<file path="config.mk">
export PLATFORM = sky130hd
export DESIGN_NAME = reg_writeback_ctrl
export DESIGN_NICKNAME = d
export VERILOG_FILES = /design/src/rtl/reg_writeback_ctrl_pkg.sv /design/src/rtl/reg_writeback_ctrl_wb_fifo.sv /design/src/rtl/reg_writeback_ctrl.sv
export SDC_FILE = /design/constraint.sdc
export NUM_CORES = 1
export LEC_CHECK = 0
export CAP_MARGIN = 20
export CELL_PAD_IN_SITES_DETAIL_PLACEMENT = 2
export CELL_PAD_IN_SITES_GLOBAL_PLACEMENT = 2
export CORE_ASPECT_RATIO = 1.5
export CORE_MARGIN = 4
export CORE_UTILIZATION = 41
export DETAILED_ROUTE_END_ITERATION = 10
export PLACE_DENSITY_LB_ADDON = 0.1
export SLEW_MARGIN = 15
export SYNTH_ARGS = -nofsm -noshare
export SYNTH_HDL_FRONTEND = slang
export SYNTH_SLANG_ARGS = --single-unit
</file>
<file path="constraint.sdc">
create_clock -name clk -period 2.6 [get_ports clk]
set_input_delay 0.26 -clock clk [delete_from_list [all_inputs] [get_ports clk]]
set_output_delay 0.26 -clock clk [all_outputs]
set_load 0.01 [all_outputs]
</file>
<file path="src/rtl/reg_writeback_ctrl_pkg.sv">
// reg_writeback_ctrl_pkg: shared widths, write-request type and address decode
package reg_writeback_ctrl_pkg;
  localparam int DATA_W     = 16;
  localparam int ADDR_W     = 3;
  localparam int NUM_REGS   = 8;
  localparam int FIFO_DEPTH = 4;
  localparam int PTR_W      = $clog2(FIFO_DEPTH);
  localparam int CNT_W      = PTR_W + 1;
  typedef struct packed {
    logic [ADDR_W-1:0] addr;
    logic [DATA_W-1:0] data;
  } wr_req_t;
  function automatic logic [NUM_REGS-1:0] onehot(input logic [ADDR_W-1:0] a);
    return {{(NUM_REGS-1){1'b0}}, 1'b1} << a;
  endfunction
endpackage

</file>
<file path="src/rtl/reg_writeback_ctrl_wb_fifo.sv">
// wb_fifo: write-request buffer with registered count and per-entry address match
module wb_fifo
  import reg_writeback_ctrl_pkg::*;
(
  input  logic                  clk,
  input  logic                  reset,
  input  logic                  i_push,
  input  logic                  i_pop,
  input  wr_req_t               i_din,
  input  logic [ADDR_W-1:0]     i_q_addr,
  output wr_req_t               o_head,
  output logic [CNT_W-1:0]      o_count,
  output logic                  o_full,
  output logic                  o_empty,
  output logic [FIFO_DEPTH-1:0] o_match
);
  wr_req_t          r_mem [FIFO_DEPTH];
  logic [PTR_W-1:0] r_wr_ptr, r_rd_ptr;
  logic [CNT_W-1:0] r_count;
  logic             w_push, w_pop;
  assign w_push  = i_push & ~o_full;
  assign w_pop   = i_pop & ~o_empty;
  assign o_full  = r_count == CNT_W'(FIFO_DEPTH);
  assign o_empty = r_count == '0;
  assign o_count = r_count;
  assign o_head  = r_mem[r_rd_ptr];
  // pointers wrap naturally at the power-of-two depth
  always_ff @(posedge clk or negedge reset) begin
    if (!reset) begin
      r_wr_ptr <= '0;
      r_rd_ptr <= '0;
      r_count  <= '0;
    end else begin
      if (w_push) r_wr_ptr <= r_wr_ptr + 1'b1;
      if (w_pop) r_rd_ptr <= r_rd_ptr + 1'b1;
      r_count <= r_count + CNT_W'(w_push) - CNT_W'(w_pop);
    end
  end
  // storage needs no reset: validity comes from the pointers and count
  always_ff @(posedge clk) begin
    if (w_push) r_mem[r_wr_ptr] <= i_din;
  end
  for (genvar i = 0; i < FIFO_DEPTH; i++) begin : g_match
    logic [PTR_W-1:0] w_off;
    assign w_off      = PTR_W'(i) - r_rd_ptr;
    assign o_match[i] = (CNT_W'(w_off) < r_count) && (r_mem[i].addr == i_q_addr);
  end
endmodule

</file>
<file path="src/rtl/reg_writeback_ctrl.sv">
// reg_writeback_ctrl: buffers write requests and issues one registered one-hot write per cycle
module reg_writeback_ctrl
  import reg_writeback_ctrl_pkg::*;
(
  input  logic                clk,
  input  logic                reset,
  input  logic                in_valid,
  output logic                in_ready,
  input  logic [ADDR_W-1:0]   in_addr,
  input  logic [DATA_W-1:0]   in_data,
  input  logic                stall,
  output logic [NUM_REGS-1:0] wr_en,
  output logic [DATA_W-1:0]   wr_data,
  input  logic [ADDR_W-1:0]   rd_addr,
  output logic                rd_pending,
  output logic [CNT_W-1:0]    count
);
  wr_req_t               w_head;
  logic                  w_full, w_empty, w_push, w_pop;
  logic [FIFO_DEPTH-1:0] w_match;
  logic [NUM_REGS-1:0]   r_wr_en;
  logic [DATA_W-1:0]     r_wr_data;
  assign in_ready   = ~w_full;
  assign w_push     = in_valid & ~w_full;
  assign w_pop      = ~w_empty & ~stall;
  assign wr_en      = r_wr_en;
  assign wr_data    = r_wr_data;
  assign rd_pending = (|w_match) | r_wr_en[rd_addr];
  wb_fifo u_fifo (
    .clk      (clk),
    .reset    (reset),
    .i_push   (w_push),
    .i_pop    (w_pop),
    .i_din    ('{addr: in_addr, data: in_data}),
    .i_q_addr (rd_addr),
    .o_head   (w_head),
    .o_count  (count),
    .o_full   (w_full),
    .o_empty  (w_empty),
    .o_match  (w_match)
  );
  // load enable pulses for one cycle per popped request; data holds between writes
  always_ff @(posedge clk or negedge reset) begin
    if (!reset) begin
      r_wr_en   <= '0;
      r_wr_data <= '0;
    end else begin
      r_wr_en <= w_pop ? onehot(w_head.addr) : '0;
      if (w_pop) r_wr_data <= w_head.data;
    end
  end
endmodule

</file>
==> results of run 1 <==
-- cell usage after synthesis --
master and n:
a21oi_1 1, a311oi_1 1, a41oi_1 1, and2_0 1, and3_1 4, buf_1 2
buf_2 6, buf_6 1, clkbuf_1 1, dfrtp_1 31, edfxtp_1 76, fa_1 1
ha_1 10, inv_1 11, mux2_2 17, mux2i_1 1, mux4_2 21, nand2_1 4
nand2b_1 2, nand3_1 5, nand4b_1 1, nor2_1 10, nor2b_1 1, nor3_1 1
o21bai_1 2, o221ai_1 1, or2_2 1, or3_1 1, or4_1 1, xnor2_1 15
xor2_1 3
-- sequential cells by signal, summed over array words and instances, names as in the netlist --
signal / count
u_fifo.r_wr_ptr: 2
u_fifo.o_count: 3
u_fifo.r_mem: 76
wr_en: 8
u_fifo.r_rd_ptr: 2
wr_data: 16
-- metrics by stage --
stage	setup slack, ns	util [%]
global placement	-0.137	49.1
CTS	0.0251	52.0
detailed placement	-0.151	49.1
global route	0.0869	52.0
finish	0.210	52.0
floorplan	0.117	-
-- layout by cell type, fill, tap and decap left out, types with 2 or more instances in the layout --
| master | netlist | final |
|---|---|---|
| clkbuf_16 | 0 | 9 |
| clkdlybuf4s50_1 | 0 | 52 |
| inv_1 | 11 | 10 |
| ha_1 | 10 | 10 |
| nand2_1 | 4 | 4 |
| o21bai_1 | 2 | 2 |
| nand3_1 | 5 | 5 |
| nand2b_1 | 2 | 2 |
| xor2_1 | 3 | 3 |
| edfxtp_1 | 76 | 76 |
| mux4_2 | 21 | 21 |
| mux2_2 | 17 | 17 |
| dfrtp_1 | 31 | 31 |
| and3_1 | 4 | 4 |
| buf_4 | 0 | 5 |
| clkinv_4 | 0 | 2 |
| xnor2_1 | 15 | 15 |
| nor2_1 | 10 | 9 |
| clkbuf_1 | 1 | 2 |
-- logic make-up after synthesis --
logic type / Yosys count / share of synthesized area [%]
multiplexers: 39 / 15.6
AO/OA/AOI/OAI: 6 / 1.07
XOR/XNOR: 18 / 3.64
adder cells (fa/ha/maj): 11 / 3.35
AND/OR/NAND/NOR: 32 / 3.72
buffers and inverters: 21 / 2.16
flip-flops: 107 / 70.5
-- cell type report --
cell class	count	area [um2]	area share, %
Timing Repair Buffer	60	579	10.9
Clock buffer	11	233	4.37
Inverter	11	41.3	0.775
Tap cell	141	176	3.31
Multi-Input combinational cell	106	1190	22.3
Sequential cell	107	3060	57.4
Clock inverter	4	52.6	0.986
-- final timing paths --
path,startpoint,to,slack [ns]
max,rd_addr[1],rd_pending,0.21
min,reset,wr_en[6]$_DFF_PN0_,-0.009
max reg2reg,u_fifo.o_count[1]$_DFF_PN0_,u_fifo.o_count[2]$_DFF_PN0_,0.55
min reg2reg,wr_data[4]$_DFFE_PN0P_,wr_data[4]$_DFFE_PN0P_,0.51
max in group asynchronous,reset,u_fifo.r_rd_ptr[1]$_DFFE_PN0P_,2.10
min in group clk,wr_data[4]$_DFFE_PN0P_,wr_data[4]$_DFFE_PN0P_,0.51
-- where the power goes --
part           switching [uW]  internal (uW)
registers                 217           2330
clock network             562            744
logic                     991           1110
total                    1770           4190
-- per-layer routing --
| metal | vias up | global-route usage (%) |
|---|---|---|
| met3 | 13 | 2.81 |
| met1 | 1137 | 18.2 |
| li1 | 1001 | - |
| met2 | 41 | 28.0 |
| met5 | - | 0 |
| met4 | 0 | 5.95 |
-- repair_timing --
item | 4_1_cts | 5_1_grt
resized for setup | 1 | 4
setup buffers | 1 | 0
pin swaps | 0 | 2
setup endpoints to repair | 1 | 1
==> summary.txt, run 1 <==
Clock tree
  • Max H-tree Level: 3
  • Total CTS buffers: 9
  • CTS tree: yes
  • Hold-fix buffers, CTS: 0
  • Clock Path Buffers: 2
  • Clock-pin slew on the worst setup and hold paths: ~0.070 ns
  • Clk root buf: clkbuf_16
  • Clk Latency, worst-skew pair: 0.34 ns
  • Clock sink count: between 100 and 150

Yosys
  • Ranking of synthesized cells by area: edfxtp_1, dfrtp_1, mux4_2, mux2_2, xnor2_1
  • Syn Nets: 271
  • Synth Cell Area: 4340 um2
  • Yosys cell types: 31
  • Top cell type by total area after synthesis: edfxtp_1
  • Post-synthesis sequential area ratio: between 70% and 80%
  • Number of synthesized register bits: 107
  • Synth Instances: approximately 230
  • Top cell type's share of synthesized area: between 50% and 60%
  • Synth warn: 0
  • Syn avg cell area: 18.5 um2

Placed design
  • Number of port buffers: 54
  • Hpwl dp: 5880 um
  • Routability cong.: approximately 0.74
  • Inst Count DP: ~420
  • Placed cell areas: ~5000 um2

Global routing
  • Vias in the first global route: between 2000 and 3000
  • Initial antenna violation count: 0
  • GRT Overall Usage: between 10% and 20%
  • Final global-route overflow total: 0
  • First-pass GRT wire length: 14200 um
  • Largest net degree at the start of global routing: 32

STA
  • Post-layout min period: 2.39 ns
  • Final hold slack: -0.00907 ns
  • Finish-stage setup viols: 0
  • Final Slew Violations: 0
  • RSZ-0062 raised after global routing: false
  • Post-route clock period utilization: 91.9%
  • Setup TNS: 0 ns
  • Final hold violations: 7
  • Max_slew headroom: between 20% and 30%
  • Fmax: 418 MHz
  • Clock skew: 0.00756 ns
  • Worst Max-Slew Pin Slew: 1.10 ns

Power and ir drop
  • Leakage power: 0.00192 uW
  • Overall power: approximately 6000 uW
  • Power Density: between 1000 and 1500 nW/um2
  • Max rail drop VDD: ~0.52 mV

Finish
  • Fillers: about 950
  • Final nets: about 330
  • # diodes: 0
  • Share of layout cells above drive strength 1: around a fifth
  • Non-Filler Instances: 440
  • Area delta synth->final: 22.9%
  • Post-route cell area: between 5000 and 6000 um2

Drt
  • Drt via density: about 5.0
  • Top sig layer: met4
  • WL met2: 4810 um
  • WL/cell: 19.7 um
  • DRC Markers: 0
  • Via Count: 2192
  • Met1 WL: approximately 3500 um
  • DRT Pass-1 Iters: 4
  • Post-Route WL: a little under 9000 um
  • Final ANT Viol Nets: 0
  • DRT iter0 DRCs: 94
  • Met3 WL: about 220 um

Setup path
  • CP max stage delay: 0.54 ns
  • Crit path depth: 6
  • Crit path required time: 2.34 ns
  • Slowest cell on crit path: clkdlybuf4s50_1
  • Top delay family on crit path: buffers and inverters
  • Crit path kind: input port to primary output
  • Max FO, Critical Path: 3
  • Critical Path Start Type: input port
  • CP endpoint kind: primary output
  • CP Data Arrival Time: ~2.1 ns
  • CP Buf/Inv Count: 2
  • Cell chain of the critical path: clkdlybuf4s50_1 > mux4_2 > mux2i_1 > o221ai_1 > or4_1 > clkbuf_2
  • R2R cell count: 7

Outcome
  • Status: complete, but fails checks
  • Failing checks: negative hold slack

Die
  • Die ar.: about 12000 um2
  • Boundary pin count: 55
  • Initial core utilization: between 40 and 50%
  • Chip Width: about 92 um
  • Die height: roughly 130 um
  • Core area: about 10000 um2
  • Row cnt: 45

Worst hold path
  • Worst min-delay path class: input port to asynchronous set/reset pin

Run
  • Max-cap viol count: 0
No activity file was read; power rests on OpenSTA's default activity.
==> run 2: changes to the inputs <==
--- a/config.mk
+++ b/config.mk
@@ -10,8 +10,9 @@
 export CELL_PAD_IN_SITES_GLOBAL_PLACEMENT = 2
 export CORE_ASPECT_RATIO = 1.5
 export CORE_MARGIN = 4
-export CORE_UTILIZATION = 41
+export CORE_UTILIZATION = 35
 export DETAILED_ROUTE_END_ITERATION = 10
+export HOLD_SLACK_MARGIN = 0.12
 export PLACE_DENSITY_LB_ADDON = 0.1
 export SLEW_MARGIN = 15
 export SYNTH_ARGS = -nofsm -noshare
==> run 2 against run 1 <==
Net effect: the flow now finishes without violations; power rose by 2.3%; largest cell class unchanged; critical endpoint unchanged; flip-flop and latch count did not move; highest routed layer unchanged; utilization fell by 7.0 points; setup slack got worse by 0.11 ns; routed wire length rose by 6.0%; combinational power rose by 3%.
==> summary.txt, run 2 (same netlist as run 1, synthesis figures left out) <==
Drt
  • DRT iter0 DRCs: 71 (-24%)
  • DRT Pass-1 Iters: 4 (unchanged)
  • DRC Markers: 0 (unchanged)
  • Met3 WL: 355 um (+60%)
  • WL met2: 5260 um (+9.3%)
  • WL/cell: 20.0 um (+1.4%)
  • Drt via density: 4.90 (-1.6%)
  • Met1 WL: 3430 um (-2.0%)
  • Final ANT Viol Nets: 0 (unchanged)
  • Via Count: 2255 (+2.9%)
  • Post-Route WL: 9200 um (+6.0%)
  • Top sig layer: met4

Finish
  • Post-route cell area: 5430 um2 (+1.9%)
  • Area delta synth->final: 25.2%
  • Commonest non-fill, non-tap cell in the layout: edfxtp_1
  • Share of layout cells above drive strength 1: 22.8% (+2.1 points)
  • Fillers: 1134 (+19%)
  • Most frequent cells in the layout: edfxtp_1, clkdlybuf4s50_1, dfrtp_1
  • Final nets: 339 (+2.1%)
  • Top reg by flops: u_fifo.r_mem
  • # diodes: 0 (unchanged)
  • Max reg flops: 76 (unchanged)

STA
  • RSZ-0062 raised after global routing: true
  • Final hold violations: 0 (-7)
  • Post-layout min period: 2.50 ns (+0.107 ns)
  • Fmax: 400 MHz (-4.3%)
  • Finish-stage setup viols: 0 (unchanged)
  • Max_slew headroom: 45.5% (+19 points)
  • Worst Max-Slew Pin Slew: 0.817 ns (-0.278 ns)
  • Final Slew Violations: 0 (unchanged)
  • Clock skew: 0.00732 ns (-0.000246 ns)
  • Post-route clock period utilization: 96.0% (+4.1 points)

Die
  • Initial core utilization: 35.9% (-6.4 points)
  • Row cnt: 49 (+8.9%)
  • Boundary pin count: 55 (unchanged)
  • Chip Width: 98.9 um (+7.5%)
  • Die height: 144 um (+7.7%)
  • Core area: 12100 um2 (+18%)
  • Die ar.: 14300 um2 (+16%)

Worst hold path
  • Hold path cells: 1
  • Worst min-delay path startpoint: wr_data[4]$_DFFE_PN0P_
  • Worst Hold Path EP: wr_data[4]$_DFFE_PN0P_
  • Worst min-delay path class: register to register

Setup path
  • Critical R2R Launch: u_fifo.o_count[1]$_DFF_PN0_
  • R2R Setup Slk: 0.50 ns (-0.05 ns)
  • Cell chain of the critical path: xor2_2 > inv_1 > ha_1 > inv_1 > o21bai_1 > o221ai_1 > or4_1 > buf_2
  • R2R cell count: 6 (-1)
  • Critical Path Start Type: register
  • Top delay family on crit path: simple AND/OR/NAND/NOR gates
  • Max FO, Critical Path: 2 (-1)
  • CP endpoint kind: primary output
  • Slowest cell on crit path: or4_1
  • Reg2Reg Capture Point: u_fifo.o_count[2]$_DFF_PN0_
  • CP max stage delay: 0.47 ns (-0.07 ns)
  • CP Buf/Inv Count: 3 (+1)
  • Most used cell, CP: inv_1
  • Crit path kind: register to primary output
  • Crit path required time: 2.34 ns (about the same)
  • CP Data Arrival Time: 2.24 ns (+0.11 ns)

Power and ir drop
  • Internal Power: 4250 uW (+1.4%)
  • Overall power: 6100 uW (+2.3%)
  • Clock power share: 22.5% (+0.6 points)
  • Switching Fraction: 30.3% (+0.61 points)
  • Leakage power: 0.00199 uW (+3.2%)
  • Max rail drop VDD: 0.524 mV (+0.71%)
  • Reg power frac: 41.7% (-1.0 points)
  • Combinational share of power: 35.8% (+0.5 points)
  • Switch Pwr: 1850 uW (+4.4%)
  • Power Density: 1120 nW/um2 (+0.38%)

Clock tree
  • Total CTS buffers: 9 (unchanged)
  • Clock Path Buffers: 2 (unchanged)
  • Clock sink count: 107 (unchanged)
  • CTS tree: yes
  • Clk root buf: clkbuf_16
  • Max H-tree Level: 3 (unchanged)
  • Clk Latency, worst-skew pair: 0.35 ns (about the same)
  • Clock-pin slew on the worst setup and hold paths: 0.07 ns (about the same)

Outcome
  • Status: finished clean

Placed design
  • Hpwl dp: 6280 um (+6.9%)
  • Placed cell areas: 5100 um2 (+1.3%)
  • Routability cong.: 0.761 (+3.4%)
  • Number of port buffers: 54 (unchanged)

Global routing
  • First-pass GRT wire length: 14400 um (+1.5%)
  • Vias in the first global route: 2623 (+1.2%)
  • Initial antenna violation count: 0 (unchanged)
  • Largest net degree at the start of global routing: 32 (unchanged)
  • Final global-route overflow total: 0 (unchanged)
  • GRT Overall Usage: 13.7% (-1.8 points)

Run
  • Max-cap viol count: 0 (unchanged)
-- run 2: power groups by stage --
stage | clock network (uW) | logic, uW | registers, uW
2_1_floorplan | 0 | 1240 | 2600
3_3_place_gp | 0 | 2220 | 2550
3_5_place_dp | 0 | 2270 | 2580
4_1_cts | 1420 | 2280 | 2550
5_1_grt | 1480 | 2430 | 2600
6_report | 1370 | 2180 | 2540
-- run 2: worst max-delay path by stage --
| stage | endpoint | from | slack, ns | depth (start not counted) |
|---|---|---|---|---|
| 6_report | rd_pending | u_fifo.r_rd_ptr[0]$_DFFE_PN0P_ | 0.10 | 8 |
| 2_1_floorplan | rd_pending | u_fifo.r_rd_ptr[1]$_DFFE_PN0P_ | 0.12 | 9 |
| 3_3_place_gp | rd_pending | rd_addr[1] | -0.15 | 6 |
| 5_1_grt | rd_pending | u_fifo.r_rd_ptr[0]$_DFFE_PN0P_ | -0.08 | 8 |
| 4_1_cts | rd_pending | u_fifo.r_rd_ptr[1]$_DFFE_PN0P_ | 0.009 | 8 |
| 3_5_place_dp | rd_pending | rd_addr[1] | -0.21 | 6 |
-- run 2: timing repair --
item | in CTS | in global routing
hold endpoints to repair | 31 | 0
setup endpoints to repair | 1 | 1
pin swaps | 2 | 4
hold buffers | 1 | 0
resized for setup | 5 | 2
setup buffers | 0 | 0
-- run 2: layer usage --
metal | GRT usage, % | vias up
met5 | 0 | -
met1 | 14.8 | 1173
met4 | 5.40 | 0
li1 | - | 1021
met2 | 26.3 | 52
met3 | 2.56 | 9
-- run 2: layout make-up --
cell class              count  area (um2)  share of cell area (%)
clock inverters             3        26.3                   0.484
multi-input cells         106        1190                    22.0
flip-flops and latches    107        3060                    56.3
inverters                  11        41.3                   0.760
clock buffers              13         282                    5.18
repair buffers             67         637                    11.7
well taps                 153         191                    3.53
-- run 2: metrics by stage --
step                hold slack, ns  setup WS (ns)  TNS [ns]  utilization [%]  instances
floorplan                  -0.0356          0.117         0                -        234
global placement             0.407         -0.154    -0.154             42.3        443
detailed placement           0.417         -0.213    -0.213             42.3        443
CTS                          0.515        0.00907         0             45.0        460
global route                 0.532        -0.0831   -0.0831             45.0        460
finish                       0.512          0.103         0             45.0        460
